==> config.mk <==
export PLATFORM = sky130hd
export DESIGN_NAME = led_ring_tx
export DESIGN_NICKNAME = d
export VERILOG_FILES = /design/src/rtl/led_ring_tx.sv
export SDC_FILE = /design/constraint.sdc
export NUM_CORES = 1
export LEC_CHECK = 0
export CAP_MARGIN = 20
export CORE_ASPECT_RATIO = 1.4
export CORE_MARGIN = 1.5
export CORE_UTILIZATION = 55
export DETAILED_ROUTE_END_ITERATION = 16
export GPL_TIMING_DRIVEN = 1
export PLACE_DENSITY = 0.77
export RECOVER_POWER = 25
export SKIP_LAST_GASP = 1
export SLEW_MARGIN = 20
export SYNTH_ARGS = -nofsm -noshare
export SYNTH_HDL_FRONTEND = slang
export SYNTH_SLANG_ARGS = --single-unit
export TNS_END_PERCENT = 5
==> constraint.sdc <==
create_clock -name clock -period 4.25 [get_ports clock]
set_input_delay 0.85 -clock clock [delete_from_list [all_inputs] [get_ports clock]]
set_output_delay 0.85 -clock clock [all_outputs]
set_load 0.02 [all_outputs]
==> src/rtl/led_ring_tx.sv <==
// rtl/led_ring_tx.sv - WS2812-style pixel ring serialiser with one-entry pixel holding register
module led_ring_tx #(
    parameter int NUM_LEDS  = 16,
    parameter int T0H_CYC   = 20,
    parameter int T1H_CYC   = 40,
    parameter int BIT_CYC   = 63,
    parameter int RESET_CYC = 2600
) (
    input  logic        clock,
    input  logic        reset,
    input  logic [23:0] pix_data,
    input  logic        pix_valid,
    output logic        pix_ready,
    output logic        led_ring_n,
    output logic        busy,
    output logic        frame_done,
    output logic        underrun
);
    localparam int PH_MAX = (BIT_CYC > RESET_CYC) ? BIT_CYC : RESET_CYC;
    localparam int PH_W   = $clog2(PH_MAX + 1);
    localparam int LC_W   = $clog2(NUM_LEDS + 1);

    typedef enum logic [1:0] {IDLE, HIGH, LOW, LATCH} state_t;

    state_t          state_q, state_d;
    logic [PH_W-1:0] phase_q, phase_d;
    logic [4:0]      bit_cnt_q, bit_cnt_d;
    logic [LC_W-1:0] led_cnt_q, led_cnt_d;
    logic [23:0]     shift_q, shift_d;
    logic [23:0]     hold_q;
    logic            hold_valid_q, hold_valid_d;
    logic            underrun_q, underrun_d;
    logic            frame_done_q, frame_done_d;
    logic            led_n_q;
    logic            hold_take;
    logic [PH_W-1:0] high_last, low_last;
    logic [23:0]     hold_grb;

    // The ring expects green first, so the pixel is reordered at load time
    assign hold_grb  = {hold_q[15:8], hold_q[23:16], hold_q[7:0]};
    assign high_last = shift_q[23] ? PH_W'(T1H_CYC - 1) : PH_W'(T0H_CYC - 1);
    assign low_last  = shift_q[23] ? PH_W'(BIT_CYC - T1H_CYC - 1) : PH_W'(BIT_CYC - T0H_CYC - 1);

    always_comb begin
        state_d      = state_q;
        phase_d      = phase_q;
        bit_cnt_d    = bit_cnt_q;
        led_cnt_d    = led_cnt_q;
        shift_d      = shift_q;
        underrun_d   = underrun_q;
        frame_done_d = 1'b0;
        hold_take    = 1'b0;
        case (state_q)
            IDLE: begin
                if (hold_valid_q) begin
                    hold_take = 1'b1;
                    shift_d   = hold_grb;
                    bit_cnt_d = 5'd23;
                    led_cnt_d = '0;
                    phase_d   = '0;
                    state_d   = HIGH;
                end
            end
            HIGH: begin
                if (phase_q == high_last) begin
                    phase_d = '0;
                    state_d = LOW;
                end else begin
                    phase_d = phase_q + 1'b1;
                end
            end
            LOW: begin
                if (phase_q == low_last) begin
                    phase_d = '0;
                    if (bit_cnt_q != 5'd0) begin
                        shift_d   = {shift_q[22:0], 1'b0};
                        bit_cnt_d = bit_cnt_q - 5'd1;
                        state_d   = HIGH;
                    end else if (led_cnt_q == LC_W'(NUM_LEDS - 1)) begin
                        state_d = LATCH;
                    end else if (hold_valid_q) begin
                        // Back-to-back pixel: next bit period starts with no gap
                        hold_take = 1'b1;
                        shift_d   = hold_grb;
                        bit_cnt_d = 5'd23;
                        led_cnt_d = led_cnt_q + 1'b1;
                        state_d   = HIGH;
                    end else begin
                        underrun_d = 1'b1;
                        state_d    = LATCH;
                    end
                end else begin
                    phase_d = phase_q + 1'b1;
                end
            end
            LATCH: begin
                if (phase_q == PH_W'(RESET_CYC - 1)) begin
                    phase_d      = '0;
                    led_cnt_d    = '0;
                    frame_done_d = 1'b1;
                    state_d      = IDLE;
                end else begin
                    phase_d = phase_q + 1'b1;
                end
            end
            default: state_d = IDLE;
        endcase
    end

    always_comb begin
        hold_valid_d = hold_valid_q;
        if (hold_take) begin
            hold_valid_d = 1'b0;
        end else if (pix_valid && !hold_valid_q) begin
            hold_valid_d = 1'b1;
        end
    end

    always_ff @(posedge clock) begin
        if (reset) begin
            state_q      <= IDLE;
            phase_q      <= '0;
            bit_cnt_q    <= '0;
            led_cnt_q    <= '0;
            shift_q      <= '0;
            hold_q       <= '0;
            hold_valid_q <= 1'b0;
            underrun_q   <= 1'b0;
            frame_done_q <= 1'b0;
            led_n_q      <= 1'b1;
        end else begin
            state_q      <= state_d;
            phase_q      <= phase_d;
            bit_cnt_q    <= bit_cnt_d;
            led_cnt_q    <= led_cnt_d;
            shift_q      <= shift_d;
            hold_valid_q <= hold_valid_d;
            underrun_q   <= underrun_d;
            frame_done_q <= frame_done_d;
            // Registered from the current state so the pin never glitches
            led_n_q      <= (state_q != HIGH);
            if (pix_valid && !hold_valid_q) begin
                hold_q <= pix_data;
            end
        end
    end

    assign pix_ready  = !hold_valid_q;
    assign led_ring_n = led_n_q;
    assign busy       = (state_q != IDLE) || hold_valid_q;
    assign frame_done = frame_done_q;
    assign underrun   = underrun_q;

endmodule

Yosys cells after proc, flatten, opt, wreduce, memory -nomap -nowiden
Cells that the tools add are included.
{ "totals": {"reg_bits": 76, "latchBits": 0, "ramBits": 0, "romBits": 0, "in_bits": 27, "out_inout_bits": 5, "elab_cells": 85, "memories": 0} }
{ "classes": {"n_addsub": 3, "mul": 0, "div": 0, "order_cmp": 0, "eq_ne": 16, "n_shift": 0, "n_mux": 38, "bitwise": 4, "n_reduce_logical": 14} }
{ "ops": {"columns": ["operator", "n"], "rows": [
  ["$mux W24", 4],
  ["$mux W5", 10],
  ["$mux W12", 4],
  ["$pmux W12 S4", 1],
  ["$pmux W24 S2", 1],
  ["$eq A12 B6 Y1", 2],
  ["$pmux W5 S3", 1],
  ["$mux W2", 7],
  ["$ne A2 B2 Y1 const B", 7],
  ["$add A12 B1 Y12 const B", 1],
  ["$eq A12 B12 Y1 const B", 1],
  ["$mux W6", 2],
  ["$pmux W5 S2", 1],
  ["$pmux W2 S4", 1],
  ["$reduce_and A7 Y1", 1],
  ["$add A5 B1 Y5 const B", 1],
  ["$eq A5 B4 Y1 const B", 1],
  ["$mux W1", 5],
  ["$reduce_and A5 Y1", 1],
  ["$reduce_bool A5 Y1", 1],
  ["$sub A5 B1 Y5 const B", 1],
  ["$eq A2 B2 Y1 const B", 2],
  ["$not A1 Y1", 4],
  ["$reduce_and A4 Y1", 1],
  ["other kinds (12)", 14]
]} }

Longest topological paths before layout
Gate-level depths: netlist of the first run.
{ "logic_depth": {"depth_word": 6, "ltp_mapped": 10, "ltp_nobuf": 9} }

Worst setup path before layout of the first run
No wires, ideal clock.
{ "synth_path": {"kind": "reg-to-reg", "startpoint": "reg led_cnt_q[0]", "endpoint": "reg led_cnt_q[4]", "arrival_time_ps": 2335, "required_time_ps": 4180, "path_slack_ps": 1844, "path_stages_with_launch": 10, "synth_period_minus_slack_ps": 2406, "path_cell_list": "dfxtp_1 ha_1 and3_1 ha_1 nand2b_1 mux2_2 or4_1 buf_2 or4_1 a21oi_1"} }
{ "synth_between": {"elab_chain_len": 6, "word_cells_on_any_way": 9} }
{ "synth_rtl": {"columns": ["element", "line", "rtl"], "rows": [
  ["start, declared", "28", "logic [LC_W-1:0] led_cnt_q, led_cnt_d;"],
  ["start signal, assigned", "135", "led_cnt_q <= led_cnt_d;"],
  ["$add A5 B1 Y5", "86", "led_cnt_d = led_cnt_q + 1'b1;"],
  ["$mux W5", "81", "end else if (hold_valid_q) begin"],
  ["$mux W5", "79", "end else if (led_cnt_q == LC_W'(NUM_LEDS - 1)) begin"],
  ["$mux W5", "75", "if (bit_cnt_q != 5'd0) begin"],
  ["$mux W5", "73", "if (phase_q == low_last) begin"],
  ["$pmux W5 S3", "53", "case (state_q)"]
]} }
Several ways; a longest one is shown, not always the timed one. The select of a mux whose other input is x is not followed.
A chain may end at the register's enable or synchronous reset.

Final worst setup path of the first run
{ "layout_path": {"startpoint": "reg state_q[1]", "endpoint": "out busy"} }
{ "layout_between": {"elab_chain_len": 2} }
{ "layout_rtl": {"columns": ["element", "line", "rtl"], "rows": [
  ["start, declared", "25", "state_t state_q, state_d;"],
  ["start signal, assigned", "132", "state_q <= state_d;"],
  ["$reduce_bool A2 Y1", "150", "assign busy = (state_q != IDLE) || hold_valid_q;"],
  ["$logic_or A1 B1 Y1", "150", null],
  ["end, declared", "15", "output logic busy,"]
]} }
Every way passes these cells.

==> results of run 1 <==
-- cell families (layout without fill, tap and decap cells) --
kind of cell               count (synthesis)  after routing  share of synthesized area, %
AOI/OAI and AO/OA                        123            123                         22.10
DFF                                       76             76                         42.92
and+or+nand+nor                          156            156                         23.16
muxes                                      1              1                        0.3177
buffers and inverters                     68             85                         7.342
xor gates and xnor gates                   4              4                        0.9885
adders and majority gates                  9              9                         3.177
-- final cells by class --
class / instances / area share, %
well taps: 72 / 2.235
repair buffers: 35 / 8.287
multi-input cells: 293 / 43.73
clock inverters: 4 / 1.241
clock buffers: 11 / 3.507
inverters: 35 / 3.259
flip-flops and latches: 76 / 37.74
-- per-stage QoR --
stage	setup slack [ns]	total power [W]	instance area [um^2]	utilization [%]	hold WS, ns
after floorplan	1.844	0.001284	3545	-	0.4288
after global placement	1.663	0.001403	3841	61.85	0.4389
after detailed placement	1.633	0.001418	3841	61.85	0.4440
after CTS	1.257	0.001961	4033	64.93	0.4547
after global routing	1.092	0.002071	4031	64.91	0.4681
final	1.255	0.001952	4031	64.91	0.4516
-- worst reg2reg max path: cells and delay by family (launching register included) --
kind	cells	cell delay, ns
AO/OA/AOI/OAI	1	0.15
adder cells (fa/ha/maj)	2	0.45
AND/OR/NAND/NOR	5	1.36
flip-flops	1	0.34
multiplexers	1	0.27
-- power breakdown --
group	total, W	internal, W	switching (W)
clock network	0.000545	0.000283	0.000262
logic	0.000543	0.000208	0.000335
registers	0.000864	0.000804	0.0000596
-- Yosys cell counts, drive strengths merged (3+ instances only) --
| master | instances |
|---|---|
| dfxtp | 76 |
| nand2 | 58 |
| a21oi | 41 |
| inv | 35 |
| o21ai | 31 |
| clkbuf | 29 |
| or3 | 26 |
| a221oi | 25 |
| nor2 | 17 |
| nand3 | 10 |
| and3 | 9 |
| ha | 9 |
| nand2b | 8 |
| nor3 | 8 |
| a31oi | 7 |
| buf | 4 |
| a22o | 3 |
| nand4 | 3 |
| nor4 | 3 |
| xnor2 | 3 |
-- state kept, by name, indices dropped and copies added, names as in the netlist --
register      cells
hold_q           24
phase_q          12
bit_cnt_q         5
hold_valid_q      1
shift_q          24
led_cnt_q         5
frame_done        1
underrun          1
state_q           2
led_ring_n        1
-- final timing paths --
path                                   from                   endpoint  cells past startpoint
setup / recovery    state_q[1]$_SDFFE_PP0P_                       busy                      6
hold / removal       hold_q[7]$_SDFFE_PP0P_     hold_q[7]$_SDFFE_PP0P_                      2
setup reg to reg  led_cnt_q[0]$_SDFFE_PP0P_  led_cnt_q[2]$_SDFFE_PP0P_                      9
hold reg to reg      hold_q[7]$_SDFFE_PP0P_     hold_q[7]$_SDFFE_PP0P_                      2
-- placed cells by master (no fill, tap or decap), types with 17 or more instances in the layout --
| cell | count |
|---|---|
| nor2_1 | 17 |
| a21oi_1 | 41 |
| o21ai_0 | 31 |
| or3_1 | 26 |
| a221oi_1 | 25 |
| nand2_1 | 58 |
| clkdlybuf4s50_1 | 27 |
| inv_1 | 35 |
| dfxtp_1 | 76 |
-- per-layer routing --
| layer | share of wire (%) | vias up |
|---|---|---|
| met3 | 3.9 | 12 |
| met2 | 49 | 72 |
| met5 | 0 | - |
| met1 | 46 | 1432 |
| met4 | 1.6 | 0 |
| li1 | - | 1571 |
==> qor.txt, run 1 <==
status: complete, but fails checks
failing checks: max-capacitance violations, max-slew violations
cell mode on critical path: inv_1
die height: 97.99 um
Final Setup Violations: 0
busiest layer in global routing: met2
flops & latches, synth: 76
worst-path fanout max: 6
RSZ-0062 raised after global routing: no
GR Util met1: 27.75%
Crit-path slowest cell: clkdlybuf4s50_1
met2 usage: 38.03%
vias per inst: 5.869
slew margin rel.: -3.137%
initial antenna violation count: 0
Slew Viols, Final: 36
required time of the worst setup path: 3.40 ns
# IOs: 32
initial core utilization: 57.07%
share of post-route cells with drive strength above 1: 5.507%
Die Area: 6942 um^2
1st-iter DRT viols: 193
Hold WC Path Type: reg2reg
worst path arrival time: 2.15 ns
placed instance count: 511
CP cell instances: inv_1 -> ha_1 -> inv_1 -> nor2_1 -> inv_1 -> clkdlybuf4s50_1
postcts setup bufs: 0
PwrDens: 484.2 nW/um^2
I/O Buffers: 31
PostCTS Resize Cnt: 0
number of synthesis warnings: 0
Setup TNS Final: 0 ns
Mapped Cells: 437
Max-Cap Viols: 1
clock-pin slew on the worst setup and hold paths: 0.08 ns
Async S/R FF share, synth: 0%
Routed Antenna Nets: 0
VDD IR max: 0.2743 mV
Bufs and invs on worst path: 4
Final GP Congestion: 0.8485
FF-to-FF setup slack: 1.63 ns
Setup CP Type: reg2out
part of the cycle the worst path needs: 70.48%
min Tclk post-route: 2.995 ns
top cells by area, synth: dfxtp_1 43%, a221oi_1 6.2%, nand2_1 6.1%
FF/Latch Area: 1521 um^2
Tightest Pin Transition: 1.547 ns
Final Hold Viols: 0
max incr delay on CP: 0.56 ns
routing usage on met3: 4.954%
# fillers: 532
LEAKAGE: 1.485 nW
area leader, netlist: dfxtp_1
number of synthesized flops with an enable pin: 0
Final HPWL DP: 4876 um
Finished Layout Cells: 526
Achievable Freq: 333.9 MHz
Worst Skew: 0.009089 ns
Detailed Route WL: 7345 um
grt total ovfl: 0
CTS tree: yes
post-synthesis average cell area: 8.111 um^2
top cell type's share of synthesized area: 42.92%
crit start category: flip-flop
cts hold-fix bufs: 0
Pre-antenna DRT Iters: 4
htree depth: 3
Core ar.: 6211 um^2
Top delay family on crit path: buffers and inverters
Chip Width: 70.85 um
Net count, final: 486
Multi-input gate area: 1763 um^2
worst skew pair latency: 0.35 ns
CTS sink cnt: 76
Cell Rows: 34
CP Capture Type: output pin
Num CTS Buffers: 9
Synth Cell Area: 3545 um^2
first-pass GRT wire length: 12790 um
syn_nets: 473
Syn-to-layout area delta: 13.73%
CTS Buffer Depth: 2
WL/cell: 13.96 um
antenna cell count: 0
Total GRT Usage: 22.46%
largest net degree at the start of global routing: 38
sequential share of the synthesized area: 42.92%
Most used DFF post-synth: dfxtp_1
Root Driver: clkbuf_8
unique cell type count in the Yosys netlist: 46
via count: 3087
residual DRC count: 0
vias in the first global route: 2865
Note: power is estimated with default switching activity, not from simulation.
==> inputs of run 2 (changes only) <==
--- a/config.mk
+++ b/config.mk
@@ -8,10 +8,10 @@
 export CAP_MARGIN = 20
 export CORE_ASPECT_RATIO = 1.4
 export CORE_MARGIN = 1.5
-export CORE_UTILIZATION = 55
+export CORE_UTILIZATION = 52
 export DETAILED_ROUTE_END_ITERATION = 16
 export GPL_TIMING_DRIVEN = 1
-export PLACE_DENSITY = 0.77
+export PLACE_DENSITY = 0.76
 export RECOVER_POWER = 25
 export SKIP_LAST_GASP = 1
 export SLEW_MARGIN = 20
==> constraint.sdc (replaced) <==
create_clock -name clock -period 2.6 [get_ports clock]
set_input_delay 0.52 -clock clock [delete_from_list [all_inputs] [get_ports clock]]
set_output_delay 0.52 -clock clock [all_outputs]
set_load 0.02 [all_outputs]
==> qor.txt, run 2 (synthesized netlist as in run 1, its figures left out) <==
Num CTS Buffers: 9
design area: 4089 um^2
Slew Viols, Final: 0
worst path arrival time: 2.73 ns
initial antenna violation count: 0
Total GRT Usage: 21.51%
status: finished clean
CTS Buffer Depth: 2
Routed Antenna Nets: 0
leading cell types in the layout, fill and taps excluded: 76 x dfxtp_1, 58 x nand2_1, 41 x a21oi_1
worst skew pair latency: 0.35 ns
Setup CP Type: reg2reg
WL/cell: 13.89 um
crit start category: flip-flop
# IOs: 32
CP Capture Type: flip-flop
first-pass GRT wire length: 12630 um
Net count, final: 496
Die Area: 7328 um^2
Power, Total: 0.003182 W
via count: 3143
die height: 100.7 um
Syn-to-layout area delta: 15.35%
required time of the worst setup path: 2.83 ns
antenna cell count: 0
clock-pin slew on the worst setup and hold paths: 0.08 ns
# fillers: 569
residual DRC count: 0
worst-path fanout max: 6
Hold WC Path Type: reg2reg
Chip Width: 72.78 um
postcts setup bufs: 0
LEAKAGE: 1.518 nW
Pre-antenna DRT Iters: 4
min Tclk post-route: 2.497 ns
vias per inst: 5.831
Final HPWL DP: 4945 um
I/O Buffers: 31
Worst Skew: 0.007105 ns
Final Hold Viols: 0
Cell Area, Placed: 3919 um^2
most common cell after layout, fill and taps aside: dfxtp_1
PwrDens: 778.3 nW/um^2
grt total ovfl: 0
Min Hold Slack: 0.4510 ns
Final Setup Violations: 0
Detailed Route WL: 7489 um
Achievable Freq: 400.4 MHz
part of the cycle the worst path needs: 96.05%
post-layout util: 62.25%
htree depth: 3
1st-iter DRT viols: 143
initial core utilization: 53.96%
CTS sink cnt: 76
Tightest Pin Transition: 1.096 ns
slew margin rel.: 26.96%
RSZ-0062 raised after global routing: yes
Cell Rows: 35
largest net degree at the start of global routing: 32
Final GP Congestion: 0.7668
largest registers: hold_q: 24 flops, shift_q: 24 flops, phase_q: 12 flops
VDD IR max: 0.5095 mV
Core ar.: 6569 um^2
Root Driver: clkbuf_8
CTS tree: yes
vias in the first global route: 2835
Max-Cap Viols: 0
share of post-route cells with drive strength above 1: 8.387%
[run 2: metrics by stage]
step,TNS [ns],worst slack (ns),std cells
global placement,0,0.1578,523
finish,0,0.1027,539
floorplan,0,0.1943,437
CTS,0,0.06928,539
global route,-0.02323,-0.02323,539
detailed placement,0,0.07762,523
[run 2: timing repair]
action / in CTS / in global routing
cloned: 0 / 0
resized for setup: 2 / 2
hold buffers: 0 / 0
endpoints found under the setup margin: 1 / 4
pin swaps: 0 / 0
[run 2: worst max-delay path, cell delays in order (launching register included)]
cell and delay [ns]:
dfxtp_1 0.34, ha_1 0.23, and3_1 0.19, ha_1 0.22, nand2b_1 0.17, mux2_2 0.26, or4_4 0.46, buf_4 0.16
o31ai_1 0.24, a21oi_1 0.10
[run 2: final timing paths]
path              slack [ns]                       from                        end  cells after the start
hold / removal          0.45     hold_q[6]$_SDFFE_PP0P_     hold_q[6]$_SDFFE_PP0P_                      2
setup reg to reg        0.10  led_cnt_q[0]$_SDFFE_PP0P_  led_cnt_q[2]$_SDFFE_PP0P_                      9
setup / recovery        0.10  led_cnt_q[0]$_SDFFE_PP0P_  led_cnt_q[2]$_SDFFE_PP0P_                      9
hold reg to reg         0.45     hold_q[6]$_SDFFE_PP0P_     hold_q[6]$_SDFFE_PP0P_                      2
[run 2: layer usage]
layer | global-route usage [%] | part of all wire [%] | vias up
li1 | - | - | 1592
met1 | 28.04 | 45 | 1465
met2 | 34.65 | 49 | 70
met3 | 2.900 | 3.6 | 16
met4 | 10.60 | 2.5 | 0
met5 | 0 | 0 | -
[run 2: power by group]
part           total, W  switching, W  internal, W
sequential      0.00141     0.0000932      0.00131
clock          0.000790      0.000450     0.000341
combinational  0.000985      0.000578     0.000407
[run 2: area by class of cell]
cell class / count / area [um^2] / share of cell area [%]
clock buffers: 9 / 123.9 / 3.029
clock inverters: 7 / 43.79 / 1.071
inverters: 35 / 131.4 / 3.213
multi-input cells: 293 / 1774 / 43.39
flip-flops and latches: 76 / 1521 / 37.21
well taps: 74 / 92.59 / 2.264
repair buffers: 45 / 401.6 / 9.823
==> inputs of run 3 (changes only) <==
--- a/config.mk
+++ b/config.mk
@@ -5,10 +5,11 @@
 export SDC_FILE = /design/constraint.sdc
 export NUM_CORES = 1
 export LEC_CHECK = 0
+export ABC_AREA = 1
 export CAP_MARGIN = 20
 export CORE_ASPECT_RATIO = 1.4
 export CORE_MARGIN = 1.5
-export CORE_UTILIZATION = 52
+export CORE_UTILIZATION = 53
 export DETAILED_ROUTE_END_ITERATION = 16
 export GPL_TIMING_DRIVEN = 1
 export PLACE_DENSITY = 0.76
==> qor.txt, run 3 <==
postcts setup bufs: 0
Hold WC Path Type: reg2reg
htree depth: 3
Detailed Route WL: 10080 um
sequential share of the synthesized area: 34.97%
Routed Antenna Nets: 0
initial core utilization: 55.45%
Pre-antenna DRT Iters: 5
FF-to-FF setup slack: 0.54 ns
Final HPWL DP: 6687 um
CP Capture Type: output pin
VDD IR max: 0.5656 mV
PwrDens: 798.5 nW/um^2
number of synthesized flops with an enable pin: 0
cts hold-fix bufs: 0
most common cell after layout, fill and taps aside: nand2_1
antenna cell count: 0
Cell Rows: 38
CP cell instances: inv_1 -> ha_1 -> nand2_1 -> clkdlybuf4s50_1
Num CTS Buffers: 9
worst path arrival time: 1.90 ns
Chip Width: 79.57 um
design area: 4848 um^2
Final Hold Viols: 0
part of the cycle the worst path needs: 93.02%
I/O Buffers: 31
largest registers: hold_q: 24 flops, shift_q: 24 flops, phase_q: 12 flops
number of synthesis warnings: 0
RSZ-0062 raised after global routing: no
Final Setup Violations: 0
flops & latches, synth: 76
unique cell type count in the Yosys netlist: 36
Total GRT Usage: 24.82%
largest net degree at the start of global routing: 50
Min Hold Slack: 0.4841 ns
top cells by area, synth: dfxtp_1 35%, nand2_1 20%, o21ai_0 8.6%
Mapped Cells: 693
Core ar.: 7845 um^2
area leader, netlist: dfxtp_1
Worst Skew: 0.008467 ns
CTS Buffer Depth: 2
CTS tree: yes
1st-iter DRT viols: 220
slew margin rel.: 27.92%
placed instance count: 794
Power, Total: 0.003871 W
Worst Setup SP: state_q[1]$_SDFFE_PP0P_
Die Area: 8769 um^2
Tightest Pin Transition: 1.081 ns
min Tclk post-route: 2.419 ns
Root Driver: clkbuf_8
via count: 4244
worst-path fanout max: 6
leading cell types in the layout, fill and taps excluded: 232 x nand2_1, 76 x dfxtp_1, 75 x nor2_1, 75 x o21ai_0, 53 x inv_1
vias in the first global route: 4080
residual DRC count: 0
Reg2Reg Launch Point: state_q[0]$_SDFFE_PP0P_
Most used DFF post-synth: dfxtp_1
grt total ovfl: 0
Reg2Reg Depth: 12
worst skew pair latency: 0.36 ns
Synth Cell Area: 4350 um^2
CTS sink cnt: 76
Crit-path slowest cell: clkdlybuf4s50_1
required time of the worst setup path: 2.08 ns
Final GP Congestion: 0.9043
worst hold path depth: 2
first-pass GRT wire length: 17170 um
Async S/R FF share, synth: 0%
max incr delay on CP: 0.63 ns
Setup CP Type: reg2out
Achievable Freq: 413.5 MHz
PostCTS Resize Cnt: 0
clock-pin slew on the worst setup and hold paths: 0.08 ns
Syn-to-layout area delta: 11.45%
count leader, synth: nand2_1
LEAKAGE: 1.858 nW
Post-synth top cells: 232 x nand2_1, 76 x dfxtp_1, 75 x nor2_1, 75 x o21ai_0, 53 x inv_1
share of post-route cells with drive strength above 1: 8.310%
# IOs: 32
WL/cell: 12.44 um
post-synthesis average cell area: 6.278 um^2
initial antenna violation count: 0
status: finished clean
Net count, final: 741
Max-Cap Viols: 0
WHS Endpoint: shift_q[6]$_SDFFE_PP0P_
r2r endpoint: led_cnt_q[4]$_SDFFE_PP0P_
vias per inst: 5.240
die height: 110.2 um
Slew Viols, Final: 0
Finished Layout Cells: 810
top cell type's share of synthesized area: 34.97%
Cell Area, Placed: 4649 um^2
syn_nets: 729
hold_sp: shift_q[6]$_SDFFE_PP0P_
Setup TNS Final: 0 ns
crit start category: flip-flop
==> run 3: how the worst max path moves through the flow <==
stage	end	slack [ns]	cells after the start
global route	busy	0.09	4
floorplan	led_cnt_q[1]$_SDFFE_PP0P_	0.82	11
finish	busy	0.18	4
CTS	busy	0.17	4
global placement	led_cnt_q[1]$_SDFFE_PP0P_	0.59	12
detailed placement	led_cnt_q[1]$_SDFFE_PP0P_	0.57	12
==> run 3: cell families (layout without fill, tap and decap cells) <==
kind of cell,Yosys count,in the layout,share of synthesized area (%)
compound gates,147,147,18.09
fa+ha+maj,9,9,2.588
simple gates,355,355,33.02
xor+xnor,8,8,1.611
flops,76,76,34.97
buf+inv,98,115,9.721
==> run 3: layer usage <==
layer | global-route usage [%] | routed length, um | vias up
met3 | 3.621 | 289 | 19
met4 | 14.04 | 253 | 0
met2 | 45.88 | 5167 | 70
met5 | 0 | 0 | -
met1 | 26.62 | 4370 | 1939
li1 | - | - | 2216
==> run 3: critical path, delay by kind of cell (launching register included) <==
| kind | cells | cell delay, ns |
|---|---|---|
| buf+inv | 2 | 0.72 |
| flops | 1 | 0.42 |
| fa+ha+maj | 1 | 0.26 |
| simple gates | 1 | 0.15 |
==> run 3: area by class of cell <==
type	instances	area, um^2
Clock buffer	12	155.1
Clock inverter	4	47.55
Fill cell	784	2997
Inverter	59	221.5
Multi-Input combinational cell	519	2409
Sequential cell	76	1521
Tap cell	100	125.1
Timing Repair Buffer	40	369.1
==> run 3: where the power goes <==
part	internal (W)	switching (W)
Sequential	0.00129	0.000101
Combinational	0.000453	0.00108
Clock	0.000493	0.000447
==> run 3: through the flow <==
stage / utilization, % / worst slack [ns]
3_5_place_dp: 59.27 / 0.5673
6_report: 61.80 / 0.1814
2_1_floorplan: - / 0.8166
5_1_grt: 61.80 / 0.09093
3_3_place_gp: 59.27 / 0.5870
4_1_cts: 61.85 / 0.1695
